`src/rtl/apb_req_arbiter_if.sv`:
```
// Requester-side and adapter-side signals of the APB request arbiter.
// The arbiter uses the master modport; the environment uses the slave modport.
interface apb_req_arbiter_if #(
    parameter int NREQ = 4,
    parameter int AW   = 32,
    parameter int DW   = 32
);
    localparam int IDW = (NREQ > 1) ? $clog2(NREQ) : 1;

    logic [NREQ-1:0]    req_valid;
    logic [NREQ-1:0]    req_ready;
    logic [NREQ-1:0]    req_write;
    logic [NREQ-1:0]    req_lock;
    logic [NREQ*AW-1:0] req_addr;
    logic [NREQ*DW-1:0] req_din;
    logic [NREQ-1:0]    rsp_vld;
    logic               rsp_err;
    logic [DW-1:0]      rsp_data;
    logic               m_valid;
    logic               m_ready;
    logic               m_write;
    logic [AW-1:0]      m_addr;
    logic [DW-1:0]      m_din;
    logic               m_dout_vld;
    logic [DW-1:0]      m_dout;
    logic [IDW-1:0]     grant_id;
    logic               busy;

    modport master (
        input  req_valid, req_write, req_lock, req_addr, req_din,
        input  m_ready, m_dout_vld, m_dout,
        output req_ready, rsp_vld, rsp_err, rsp_data,
        output m_valid, m_write, m_addr, m_din, grant_id, busy
    );

    modport slave (
        output req_valid, req_write, req_lock, req_addr, req_din,
        output m_ready, m_dout_vld, m_dout,
        input  req_ready, rsp_vld, rsp_err, rsp_data,
        input  m_valid, m_write, m_addr, m_din, grant_id, busy
    );
endinterface

```
`src/rtl/apb_req_arbiter.sv`:
```
// Round-robin arbiter sharing one apb_adapter transaction port between NREQ requesters,
// with one outstanding transaction, optional bus lock and a read-response timeout.
module apb_req_arbiter #(
    parameter int NREQ    = 4,
    parameter int AW      = 32,
    parameter int DW      = 32,
    parameter int TIMEOUT = 255
) (
    input logic            clk,
    input logic            rst_n,
    apb_req_arbiter_if.master bus
);
    localparam int IDW = (NREQ > 1) ? $clog2(NREQ) : 1;
    localparam int CW  = $clog2(TIMEOUT + 1);

    typedef enum logic [1:0] {IDLE, ISSUE, WAIT_RD, LOCKED} state_t;

    state_t          state_q, state_d;
    logic [IDW-1:0]  last_q, last_d;
    logic [IDW-1:0]  grant_q, grant_d;
    logic            wr_q, wr_d;
    logic            lock_q, lock_d;
    logic [AW-1:0]   addr_q, addr_d;
    logic [DW-1:0]   din_q, din_d;
    logic [CW-1:0]   cnt_q, cnt_d;
    logic [NREQ-1:0] rsp_vld_q, rsp_vld_d;
    logic            rsp_err_q, rsp_err_d;
    logic [DW-1:0]   rsp_data_q, rsp_data_d;

    logic            win_found;
    logic [IDW-1:0]  win_idx;
    logic [IDW-1:0]  sel;
    logic [NREQ-1:0] ready_c;
    logic            accept;
    logic            done;
    logic            done_err;

    // Round-robin scan starting just after the last granted requester.
    always_comb begin
        win_found = 1'b0;
        win_idx   = '0;
        for (int k = 1; k <= NREQ; k++) begin
            if (!win_found && bus.req_valid[(int'(last_q) + k) % NREQ]) begin
                win_found = 1'b1;
                win_idx   = IDW'((int'(last_q) + k) % NREQ);
            end
        end
    end

    always_comb begin
        state_d    = state_q;
        last_d     = last_q;
        grant_d    = grant_q;
        wr_d       = wr_q;
        lock_d     = lock_q;
        addr_d     = addr_q;
        din_d      = din_q;
        cnt_d      = cnt_q;
        rsp_vld_d  = '0;
        rsp_err_d  = 1'b0;
        rsp_data_d = rsp_data_q;
        ready_c    = '0;
        accept     = 1'b0;
        done       = 1'b0;
        done_err   = 1'b0;
        sel        = (state_q == LOCKED) ? grant_q : win_idx;

        case (state_q)
            IDLE: begin
                if (win_found) begin
                    ready_c[win_idx] = 1'b1;
                    accept           = 1'b1;
                    last_d           = win_idx;
                    grant_d          = win_idx;
                    state_d          = ISSUE;
                end
            end
            ISSUE: begin
                if (bus.m_ready) begin
                    if (wr_q) begin
                        done = 1'b1;
                    end else if (bus.m_dout_vld) begin
                        done       = 1'b1;
                        rsp_data_d = bus.m_dout;
                    end else begin
                        state_d = WAIT_RD;
                        cnt_d   = '0;
                    end
                end
            end
            WAIT_RD: begin
                cnt_d = cnt_q + 1'b1;
                if (bus.m_dout_vld) begin
                    done       = 1'b1;
                    rsp_data_d = bus.m_dout;
                end else if (cnt_q == CW'(TIMEOUT - 1)) begin
                    done       = 1'b1;
                    done_err   = 1'b1;
                    rsp_data_d = '0;
                end
            end
            LOCKED: begin
                // Only the lock holder is eligible; everyone else stalls.
                if (bus.req_valid[grant_q]) begin
                    ready_c[grant_q] = 1'b1;
                    accept           = 1'b1;
                    state_d          = ISSUE;
                end else if (!bus.req_lock[grant_q]) begin
                    state_d = IDLE;
                end
            end
            default: state_d = IDLE;
        endcase

        if (accept) begin
            wr_d   = bus.req_write[sel];
            lock_d = bus.req_lock[sel];
            addr_d = bus.req_addr[int'(sel)*AW +: AW];
            din_d  = bus.req_din[int'(sel)*DW +: DW];
        end

        if (done) begin
            rsp_vld_d[grant_q] = 1'b1;
            rsp_err_d          = done_err;
            state_d            = lock_q ? LOCKED : IDLE;
        end
    end

    always_ff @(posedge clk or negedge rst_n) begin
        if (!rst_n) begin
            state_q    <= IDLE;
            last_q     <= IDW'(NREQ - 1);
            grant_q    <= '0;
            wr_q       <= 1'b0;
            lock_q     <= 1'b0;
            addr_q     <= '0;
            din_q      <= '0;
            cnt_q      <= '0;
            rsp_vld_q  <= '0;
            rsp_err_q  <= 1'b0;
            rsp_data_q <= '0;
        end else begin
            state_q    <= state_d;
            last_q     <= last_d;
            grant_q    <= grant_d;
            wr_q       <= wr_d;
            lock_q     <= lock_d;
            addr_q     <= addr_d;
            din_q      <= din_d;
            cnt_q      <= cnt_d;
            rsp_vld_q  <= rsp_vld_d;
            rsp_err_q  <= rsp_err_d;
            rsp_data_q <= rsp_data_d;
        end
    end

    // Grant is combinational, so it must be masked while reset is asserted.
    assign bus.req_ready = rst_n ? ready_c : '0;
    assign bus.rsp_vld   = rsp_vld_q;
    assign bus.rsp_err   = rsp_err_q;
    assign bus.rsp_data  = rsp_data_q;
    assign bus.m_valid   = (state_q == ISSUE);
    assign bus.m_write   = wr_q;
    assign bus.m_addr    = addr_q;
    assign bus.m_din     = din_q;
    assign bus.grant_id  = grant_q;
    assign bus.busy      = (state_q != IDLE);

endmodule

```
`src/flat_wrapper.sv`:
```
// flat-port wrapper written by rule: the top's interface ports become plain ports
module apb_req_arbiter_flat 
#(
    parameter int NREQ    = 4,
    parameter int AW      = 32,
    parameter int DW      = 32,
    parameter int TIMEOUT = 255
)
  (clk, rst_n, bus_req_valid, bus_req_write, bus_req_lock, bus_req_addr, bus_req_din, bus_m_ready, bus_m_dout_vld, bus_m_dout, bus_req_ready, bus_rsp_vld, bus_rsp_err, bus_rsp_data, bus_m_valid, bus_m_write, bus_m_addr, bus_m_din, bus_grant_id, bus_busy);
  apb_req_arbiter_if #(.NREQ(NREQ), .AW(AW), .DW(DW)) bus_i ();
  input logic clk;
  input logic rst_n;
  input wire logic [$bits(bus_i.req_valid)-1:0] bus_req_valid;
  input wire logic [$bits(bus_i.req_write)-1:0] bus_req_write;
  input wire logic [$bits(bus_i.req_lock)-1:0] bus_req_lock;
  input wire logic [$bits(bus_i.req_addr)-1:0] bus_req_addr;
  input wire logic [$bits(bus_i.req_din)-1:0] bus_req_din;
  input wire logic [$bits(bus_i.m_ready)-1:0] bus_m_ready;
  input wire logic [$bits(bus_i.m_dout_vld)-1:0] bus_m_dout_vld;
  input wire logic [$bits(bus_i.m_dout)-1:0] bus_m_dout;
  output wire logic [$bits(bus_i.req_ready)-1:0] bus_req_ready;
  output wire logic [$bits(bus_i.rsp_vld)-1:0] bus_rsp_vld;
  output wire logic [$bits(bus_i.rsp_err)-1:0] bus_rsp_err;
  output wire logic [$bits(bus_i.rsp_data)-1:0] bus_rsp_data;
  output wire logic [$bits(bus_i.m_valid)-1:0] bus_m_valid;
  output wire logic [$bits(bus_i.m_write)-1:0] bus_m_write;
  output wire logic [$bits(bus_i.m_addr)-1:0] bus_m_addr;
  output wire logic [$bits(bus_i.m_din)-1:0] bus_m_din;
  output wire logic [$bits(bus_i.grant_id)-1:0] bus_grant_id;
  output wire logic [$bits(bus_i.busy)-1:0] bus_busy;
  assign bus_i.req_valid = bus_req_valid;
  assign bus_i.req_write = bus_req_write;
  assign bus_i.req_lock = bus_req_lock;
  assign bus_i.req_addr = bus_req_addr;
  assign bus_i.req_din = bus_req_din;
  assign bus_i.m_ready = bus_m_ready;
  assign bus_i.m_dout_vld = bus_m_dout_vld;
  assign bus_i.m_dout = bus_m_dout;
  assign bus_req_ready = bus_i.req_ready;
  assign bus_rsp_vld = bus_i.rsp_vld;
  assign bus_rsp_err = bus_i.rsp_err;
  assign bus_rsp_data = bus_i.rsp_data;
  assign bus_m_valid = bus_i.m_valid;
  assign bus_m_write = bus_i.m_write;
  assign bus_m_addr = bus_i.m_addr;
  assign bus_m_din = bus_i.m_din;
  assign bus_grant_id = bus_i.grant_id;
  assign bus_busy = bus_i.busy;
  apb_req_arbiter #(.NREQ(NREQ), .AW(AW), .DW(DW), .TIMEOUT(TIMEOUT)) u_core (.clk(clk), .rst_n(rst_n), .bus(bus_i));
endmodule
```
`config.mk`:
```
export PLATFORM = sky130hd
export DESIGN_NAME = apb_req_arbiter_flat
export DESIGN_NICKNAME = d
export VERILOG_FILES = /design/src/rtl/apb_req_arbiter_if.sv /design/src/rtl/apb_req_arbiter.sv /design/src/flat_wrapper.sv
export SDC_FILE = /design/constraint.sdc
export NUM_CORES = 1
export LEC_CHECK = 0
export ABC_AREA = 1
export CAP_MARGIN = 20
export CORE_AREA = 2 2 159 161
export DETAILED_ROUTE_END_ITERATION = 7
export DIE_AREA = 0 0 161 163
export PLACE_DENSITY = 0.77
export REMOVE_ABC_BUFFERS = 1
export SKIP_LAST_GASP = 1
export SYNTH_ARGS = -nofsm -noshare
export SYNTH_HDL_FRONTEND = slang
export SYNTH_SLANG_ARGS = --single-unit
```
`constraint.sdc`:
```
create_clock -name clk -period 5.1 [get_ports clk]
set_input_delay 1.02 -clock clk [delete_from_list [all_inputs] [get_ports clk]]
set_output_delay 1.02 -clock clk [all_outputs]
set_load 0.1 [all_outputs]
```
==> impl_metrics.toml, run 1 <==
[route]
wl_um = 32100
final_antenna_net_count = 0
drt-wirelength-per-cell_um = 15.6
drt_first_pass_iters = 5
drtIter0Drc = 638
vias = 10000
drc = 0
viasPerCell = 4.88

[floorplanning]
fp.dieW_um = 161
placementRows = 58
ios = 414
die-area_sq_um = 26200
initial_core_util = 0.348
die_h_um = 163
core_area_sq_um = 24700

[timing]
finalClockSkew_ns = 0.00837
finalCriticalPeriod_ns = 4.15
setup_viol = 0
rsz0062_at_grt = "no"
hold_slack_ns = 0.477
maxSlewHeadroom = 0.266
finalCritPeriodShare = 0.814
drv_slew = 0
hold_viol = 0
worst_pin_slew_ns = 1.10
fmax_mhz = 241

[clocking]
tritoncts = "built"
cts_root_buffer = "clkbuf_16"
clkTransAtPathRegs_ns = 0.06
clockBufferDepth = 2
h-tree-depth = 4
cts_buffers = 17
hold_buffers = 0
post_cts_buffers = 0
clkLatencyLatePin_ns = 0.41
clkSinkCount = 117
cts_resized = 0

[layout]
area_growth_pct = 56.7
multi_input_area_sq_um = 4120
drive_above_1_share = 0.0475
nets = 2025
fillers = 2328
regArea_sq_um = 2930
final_util = 0.546

[min_path]
hold_path.class = "register to register"
min-delay-start = "u_core.bus.m_din[14]"
holdPathStages = 2
min_to = "u_core.bus.m_din[14]"

[yosys]
netlist_instances = 1353
synth.distinct_cells = 36
synth_area_sq_um = 8600
yosys_warnings = 0
ys_seq_area_frac = 0.341
yosys_register_bits = 117
synth_area_per_cell_sq_um = 6.35

[grt]
track_usage = 0.242
grt_pass1_wl_um = 51000
grt_max_degree = 133
grt_pass1_vias = 9861
grt-ovfl-total = 0
antenna_found_initial = 1

[critical_path]
path_max_fanout = 5
start_kind = "primary input"
reg2reg_to = "u_core.bus.m_addr[24]"
crit_buf_inv = 5
worstSetupEndpointType = "primary output"
r2r_setup_slack_ns = 2.05
critical_path_class = "primary input to primary output"
worstPathCellList = "clkdlybuf4s50_1, inv_1, nand2_1, nand3_1, nand2_2, nor2_8, nand2_1, nor2_1, nand2_1, nand2_2, inv_1, nor2_1, inv_1, o21a_1, nor2_1, buf_4"
critPathMaxStageDelay_ns = 0.42
r2r_start = "u_core.state_q[0]"
crit_family = "simple AND/OR/NAND/NOR gates"
worstPathArrival_ns = 3.13
critical_path_required_ns = 4.08
r2r_cells = 9
crit_slowest_cell = "clkdlybuf4s50_1"

[placed_design]
place.gp.congestion = 0.878
post-dp-hpwl_um = 22600
portBuffers = 413

[run_status]
status = "complete, no violations"

[run]
maxCapViolCount = 0
==> state kept, by name, indices dropped and copies added (netlist names) <==
signal               cells
u_core.lock_q            1
u_core.bus.rsp_data     32
u_core.bus.m_din        32
u_core.bus.m_write       1
u_core.bus.rsp_vld       4
u_core.state_q           2
u_core.bus.m_addr       32
u_core.cnt_q             8
u_core.bus.grant_id      2
u_core.last_q            2
u_core.bus.rsp_err       1
==> stage by stage <==
stage                     TNS (ns)  setup WS (ns)  std cells  cell area [sq um]
after floorplan             -34.65         -0.525       1264               8120
after global placement           0          0.969       2023              12900
after detailed placement         0          0.980       2023              12900
after CTS                        0          0.969       2055              13500
after global routing             0          0.795       2056              13500
final                            0          0.947       2056              13500
==> worst min-delay path, cell delays in order, from the launching register on <==
cell and delay [ns]:
dfrtp_1 0.34, nand2_1 0.05, nand2_1 0.05
==> how the worst max path moves through the flow <==
stage,endpoint,depth (start not counted),slack (ns),from
6_report,bus_req_ready[2],16,0.95,bus_req_valid[3]
4_1_cts,bus_req_ready[2],16,0.97,bus_req_valid[3]
3_3_place_gp,bus_req_ready[2],16,0.97,bus_req_valid[1]
5_1_grt,bus_req_ready[2],16,0.80,bus_req_valid[2]
2_1_floorplan,u_core.bus.m_addr[0],14,-0.53,bus_req_valid[3]
3_5_place_dp,bus_req_ready[2],16,0.98,bus_req_valid[3]
==> logic make-up (layout without fill, tap and decap cells) <==
group / after synthesis / count (layout) / share of synthesized area
compound gates: 69 / 69 / 0.0621
fa+ha+maj: 9 / 9 / 0.0131
buf+inv: 386 / 758 / 0.185
flops: 117 / 117 / 0.341
other cells: 0 / 1 / 0
simple gates: 772 / 772 / 0.399
==> routing by layer <==
metal | part of all wire | GRT usage | vias to the layer above
li1 | - | - | 4926
met4 | 0.035 | 0.0994 | 0
met5 | 0 | 0 | -
met3 | 0.077 | 0.0573 | 78
met1 | 0.40 | 0.290 | 4583
met2 | 0.49 | 0.419 | 448
==> cell usage after synthesis <==
| cell | number | share of area |
|---|---|---|
| buf_4 | 15 | 0.013 |
| nand2_1 | 381 | 0.17 |
| o21ai_1 | 3 | 0.0017 |
| o21a_1 | 2 | 0.0017 |
| buf_2 | 27 | 0.016 |
| nand4_2 | 2 | 0.0029 |
| dfrtp_1 | 115 | 0.33 |
| buf_1 | 4 | 0.0017 |
| and3_1 | 1 | 0.00073 |
| nor2_1 | 23 | 0.010 |
| clkbuf_1 | 36 | 0.016 |
| a32o_1 | 32 | 0.037 |
| nand2_2 | 8 | 0.0058 |
| nand2_4 | 1 | 0.0013 |
| nand3_2 | 2 | 0.0023 |
| o211ai_1 | 1 | 0.00087 |
| nand4_1 | 3 | 0.0022 |
| o221ai_1 | 1 | 0.0010 |
| and2_1 | 1 | 0.00073 |
| a21oi_2 | 1 | 0.0010 |
| dfstp_2 | 2 | 0.0061 |
| ha_1 | 9 | 0.013 |
| o21ai_0 | 8 | 0.0047 |
| nor2_8 | 1 | 0.0023 |
| nor3_1 | 3 | 0.0017 |
| inv_4 | 1 | 0.00073 |
| nand3_1 | 343 | 0.20 |
| buf_6 | 7 | 0.0092 |
| inv_2 | 2 | 0.00087 |
| o22ai_1 | 5 | 0.0036 |
| a311oi_1 | 1 | 0.0010 |
| nor3b_1 | 2 | 0.0017 |
| o21ai_2 | 1 | 0.0010 |
| a21oi_1 | 14 | 0.0081 |
| or2_2 | 1 | 0.00073 |
| inv_1 | 294 | 0.13 |
==> placed cells by master, fill, tap and decap left out, drive strengths merged <==
| master | n |
|---|---|
| clkdlybuf4s50 | 408 |
| nand2 | 390 |
| nand3 | 345 |
| inv | 305 |
| dfrtp | 115 |
| a32o | 32 |
| nor2 | 24 |
| buf | 21 |
| clkbuf | 17 |
| a21oi | 15 |
| o21ai | 12 |
| ha | 9 |
| o22ai | 5 |
| nand4 | 5 |
| clkinv | 5 |
| nor3 | 3 |
| o21a | 2 |
| nor3b | 2 |
| dfstp | 2 |
| diode | 1 |
| a311oi | 1 |
| o211ai | 1 |
| o221ai | 1 |
| and2 | 1 |
| or2 | 1 |
| and3 | 1 |
| bufinv | 1 |
| clkinvlp | 1 |
==> final cells by class <==
type,instances,area share
timing repair buffer,429,0.318
multi-input combinational,850,0.306
sequential,117,0.217
inverter,297,0.0829
clock buffer,17,0.0316
tap,330,0.0306
clock inverter,15,0.0138
antenna,1,0.000186
Power of run 1 is not shown: default switching activity piles up to over one toggle a cycle in this logic, so the estimate is an artifact.
==> inputs of run 2 (changes only) <==
--- a/config.mk
+++ b/config.mk
@@ -7,10 +7,10 @@
 export LEC_CHECK = 0
 export ABC_AREA = 1
 export CAP_MARGIN = 20
-export CORE_AREA = 2 2 159 161
+export CORE_AREA = 2 2 163 165
 export DETAILED_ROUTE_END_ITERATION = 7
-export DIE_AREA = 0 0 161 163
-export PLACE_DENSITY = 0.77
+export DIE_AREA = 0 0 165 167
+export PLACE_DENSITY = 0.76
 export REMOVE_ABC_BUFFERS = 1
 export SKIP_LAST_GASP = 1
 export SYNTH_ARGS = -nofsm -noshare
==> constraint.sdc (replaced) <==
create_clock -name clk -period 3.8 [get_ports clk]
set_input_delay 0.76 -clock clk [delete_from_list [all_inputs] [get_ports clk]]
set_output_delay 0.76 -clock clk [all_outputs]
set_load 0.1 [all_outputs]
==> run 2 against run 1 <==
Against the previous run:
- register-to-register slack got worse by 0.94 ns
- clock-buffer cell count rose by 1
- sequential cell count stayed put
==> impl_metrics.toml, run 2 (synthesis gave the netlist of run 1 again) <==
[layout]
drive_above_1_share = 0.0520
fillers = 2490
n_antenna_cell = 0
regArea_sq_um = 2930
multi_input_area_sq_um = 4120
nets = 2031
area_growth_pct = 58.2
final_util = 0.528
layout_commonest_cell = "clkdlybuf4s50_1"
final_cell_mix = "clkdlybuf4s50_1, nand2_1, nand3_1, inv_1, dfrtp_1"

[grt]
grt_pass1_wl_um = 50500
grt_pass1_vias = 9817
antenna_found_initial = 0
track_usage = 0.230
grt-ovfl-total = 0
grt_max_degree = 96

[timing]
finalCriticalPeriod_ns = 3.59
finalCritPeriodShare = 0.944
maxSlewHeadroom = 0.293
fmax_mhz = 279
hold_viol = 0
drv_slew = 0
worst_pin_slew_ns = 1.06
rsz0062_at_grt = "no"
hold_slack_ns = 0.475
finalClockSkew_ns = 0.0113
fin_setup_tns_ns = 0
setup_viol = 0

[critical_path]
crit_slowest_cell = "clkdlybuf4s50_1"
worstPathArrival_ns = 2.83
reg2reg_to = "u_core.bus.m_din[28]"
start_kind = "primary input"
worstPathCellList = "clkdlybuf4s50_1, inv_1, nand2_1, nand3_1, nand2_2, nor2_8, nand2_1, nor2_1, nand2_1, nand2_2, inv_1, nor2_1, inv_1, o21a_1, nor2_2, buf_12"
critical_path_required_ns = 3.04
r2r_cells = 17
r2r_start = "u_core.last_q[0]"
critPathMaxStageDelay_ns = 0.43
critical_path_class = "primary input to primary output"
worstSetupEndpointType = "primary output"
r2r_setup_slack_ns = 1.11
path_max_fanout = 5

[route]
met3_length_um = 2770
drtIter0Drc = 735
drt-wirelength-per-cell_um = 15.4
met1_length_um = 12600
top_layer = "met4"
drc = 0
final_antenna_net_count = 0
viasPerCell = 4.90
met2_length_um = 15000
drt_first_pass_iters = 5
vias = 10100
wl_um = 31900

[clocking]
clkLatencyLatePin_ns = 0.41
hold_buffers = 0
clkSinkCount = 117
h-tree-depth = 4
clkTransAtPathRegs_ns = 0.05
cts_root_buffer = "clkbuf_16"
clockBufferDepth = 2
cts_buffers = 17
tritoncts = "built"

[floorplanning]
core_area_sq_um = 25800
fp.dieW_um = 165
die-area_sq_um = 27600
placementRows = 59
ios = 414
die_h_um = 167
initial_core_util = 0.334

[run_status]
status = "complete, no violations"

[placed_design]
portBuffers = 413
place.gp.congestion = 0.922
post-dp-hpwl_um = 23300

[run]
maxCapViolCount = 0

[min_path]
holdPathStages = 2
hold_path.class = "register to register"
min_to = "u_core.bus.m_addr[19]"
min-delay-start = "u_core.bus.m_addr[19]"
## run 2: final cells by class
type | instances | area share
clock inverters | 14 | 0.0147
multi-input cells | 850 | 0.303
flip-flops and latches | 117 | 0.215
repair buffers | 435 | 0.322
inverters | 297 | 0.0822
well taps | 335 | 0.0308
clock buffers | 18 | 0.0316
## run 2: how the worst max path moves through the flow
stage / from / to / cells past startpoint
6_report: bus_req_valid[3] / bus_req_ready[2] / 16
5_1_grt: bus_req_valid[2] / bus_req_ready[2] / 16
4_1_cts: bus_req_valid[2] / bus_req_ready[2] / 16
3_5_place_dp: bus_req_valid[2] / bus_req_ready[2] / 16
3_3_place_gp: bus_req_valid[3] / bus_req_ready[2] / 16
2_1_floorplan: u_core.bus.grant_id[0] / u_core.bus.m_addr[0] / 8
## run 2: through the flow
| stage | setup slack (ns) | cells | cell area (sq um) |
|---|---|---|---|
| floorplan | -1.75 | 1264 | 8120 |
| global placement | 0.215 | 2034 | 13000 |
| detailed placement | 0.179 | 2034 | 13000 |
| CTS | 0.159 | 2066 | 13600 |
| global route | 0.0300 | 2066 | 13600 |
| finish | 0.212 | 2066 | 13600 |
## run 2: what timing repair did
item                       CTS  global route
setup endpoints to repair    0             1
buffers inserted             0             0
resized for setup            0             1
## run 2: per-layer routing
layer / vias to the layer above / global-route usage
li1: 4936 / -
met1: 4620 / 0.276
met2: 476 / 0.381
met3: 97 / 0.0590
met4: 0 / 0.112
met5: - / 0
## run 2: worst max-delay path: cells and delay by family
| family | cells | cell delay [ns] |
|---|---|---|
| compound gates | 1 | 0.18 |
| buf+inv | 5 | 0.85 |
| simple gates | 10 | 1.03 |
Power of run 2 is left out for the same reason.
==> inputs of run 3 (changes only) <==
--- a/config.mk
+++ b/config.mk
@@ -6,8 +6,9 @@
 export NUM_CORES = 1
 export LEC_CHECK = 0
 export ABC_AREA = 1
-export CAP_MARGIN = 20
+export CAP_MARGIN = 40
 export CORE_AREA = 2 2 163 165
+export CTS_CLUSTER_SIZE = 8
 export DETAILED_ROUTE_END_ITERATION = 7
 export DIE_AREA = 0 0 165 167
 export PLACE_DENSITY = 0.76
==> run 3 against run 2 <==
Against the previous run:
- critical path depth unchanged
- die area did not move
- wire length grew 13%
- sequential cell count unchanged
- clock skew is 0.00078 ns higher
- cell area grew 17%
- critical endpoint unchanged
- register-to-register slack barely moved
- clock-buffer cell count shrank 1
- hold slack better by 0.0012 ns
- core utilization grew 9.1 points
- cell count increased by 5.0%
- via count is 7.3% higher
==> impl_metrics.toml, run 3 (synthesis gave the netlist of run 1 again) <==
[timing]
rsz0062_at_grt = "no"
finalClockSkew_ns = 0.0120
hold_viol = 0
fmax_mhz = 279
worst_pin_slew_ns = 0.859
worst_slack_ns = 0.214
drv_slew = 0
finalCritPeriodShare = 0.944
setup_viol = 0
fin_setup_tns_ns = 0
finalCriticalPeriod_ns = 3.59
maxSlewHeadroom = 0.427

[placed_design]
portBuffers = 413
post-dp-hpwl_um = 26900
place_ws_ns = 0.184
place.gp.congestion = 0.922
placed_area_sq_um = 15400
dp.cells = 2138

[clocking]
clkSinkCount = 117
cts_root_buffer = "clkbuf_16"
tritoncts = "built"
post_cts_buffers = 0
h-tree-depth = 4
clockBufferDepth = 2
clkTransAtPathRegs_ns = 0.06
cts_buffers = 17
clkLatencyLatePin_ns = 0.41

[layout]
fillers = 2070
drive_above_1_share = 0.106
design_area_sq_um = 16000
n_antenna_cell = 0
nets = 2135
final_cell_mix = "clkdlybuf4s50_1, nand2_1, nand3_1, inv_1, dfrtp_1"
layout_commonest_cell = "clkdlybuf4s50_1"
fin_cells = 2170
area_growth_pct = 85.5

[run_status]
status = "complete, no violations"

[route]
final_antenna_net_count = 0
viasPerCell = 5.01
drtIter0Drc = 957
drc = 0
wl_um = 35900
drt-wirelength-per-cell_um = 16.5
drt_first_pass_iters = 5
vias = 10900

[grt]
grt_max_degree = 96
grt_pass1_vias = 11300
grt_pass1_wl_um = 56800
grt-ovfl-total = 0
antenna_found_initial = 0
track_usage = 0.260

[critical_path]
r2r_setup_slack_ns = 1.12
critPathLaunch = "bus_req_valid[3]"
crit_buf_inv = 5
critPathMaxStageDelay_ns = 0.44
worstSetupEndpointType = "primary output"
crit_slowest_cell = "clkdlybuf4s50_1"
r2r_cells = 14
worstPathCellList = "clkdlybuf4s50_1, inv_1, nand2_1, nand3_1, nand2_2, nor2_8, nand2_1, nor2_1, nand2_1, nand2_2, inv_1, nor2_1, inv_1, o21a_1, nor2_2, buf_12"
cp_num_cells = 16
critical_path_required_ns = 3.04
start_kind = "primary input"
reg2reg_to = "u_core.bus.m_din[28]"
cp-endpoint = "bus_req_ready[2]"
critical_path_class = "primary input to primary output"
r2r_start = "u_core.last_q[0]"
path_max_fanout = 5
worstPathArrival_ns = 2.83
crit_family = "simple AND/OR/NAND/NOR gates"

[floorplanning]
core_area_sq_um = 25800
ios = 414
die_h_um = 167
fp.dieW_um = 165
die-area_sq_um = 27600
initial_core_util = 0.334
placementRows = 59

[min_path]
holdPathStages = 2
hold_path.class = "register to register"

[run]
maxCapViolCount = 0
-- run 3: cell count changes in the layout (fill, tap and decap cells not counted), moves of 2 or more --
| cell | before | now |
|---|---|---|
| buf_16 | 0 | 66 |
| clkinv_4 | 5 | 1 |
| inv_6 | 3 | 6 |
| clkinvlp_4 | 0 | 4 |
| bufinv_16 | 4 | 2 |
| buf_8 | 0 | 38 |
-- run 3: how the worst min path moves through the flow --
| stage | from | to | slack (ns) |
|---|---|---|---|
| floorplan | u_core.cnt_q[7] | u_core.cnt_q[7] | 0.44 |
| detailed placement | u_core.bus.m_addr[19] | u_core.bus.m_addr[19] | 0.46 |
| CTS | u_core.bus.m_din[9] | u_core.bus.m_din[9] | 0.48 |
| global route | u_core.bus.m_addr[22] | u_core.bus.m_addr[22] | 0.50 |
| global placement | u_core.cnt_q[7] | u_core.cnt_q[7] | 0.46 |
| finish | u_core.bus.m_din[24] | u_core.bus.m_din[24] | 0.48 |
-- run 3: what timing repair did --
| action | CTS | global route |
|---|---|---|
| hold buffers | 0 | 0 |
| endpoints found under the setup margin | 0 | 1 |
| resized for setup | 0 | 1 |
-- run 3: metrics by stage --
step | hold WS [ns] | utilization
floorplan | 0.445 | -
global placement | 0.460 | 0.503
detailed placement | 0.464 | 0.596
CTS | 0.480 | 0.619
global route | 0.502 | 0.619
finish | 0.476 | 0.619
-- run 3: cell type report --
cell class	instances	area [sq um]	area share
timing repair buffer	539	6770	0.424
multi-input combinational	850	4120	0.258
sequential	117	2930	0.184
inverter	297	1120	0.0700
clock buffer	17	425	0.0267
tap	335	419	0.0263
clock inverter	15	168	0.0105
-- run 3: worst reg2reg max path, cell delays in order (launching register included) --
cell	delay [ns]
dfstp_2	0.64
inv_4	0.10
nand2_1	0.10
nand3_1	0.11
nand2_2	0.15
nand4_1	0.10
nand2_1	0.16
nand3_2	0.18
nand2_2	0.10
buf_4	0.39
nand3_1	0.19
nand3_1	0.16
nand2_1	0.07
nand2_1	0.05
nand2_1	0.05
-- run 3: routing by layer --
metal | global-route usage | vias to the layer above | wire length, um
met5 | 0 | - | 0
met4 | 0.144 | 0 | 2000
met3 | 0.0513 | 158 | 2880
met2 | 0.446 | 656 | 17700
met1 | 0.300 | 4912 | 13300
li1 | - | 5147 | -
Power of run 3 is left out for the same reason.
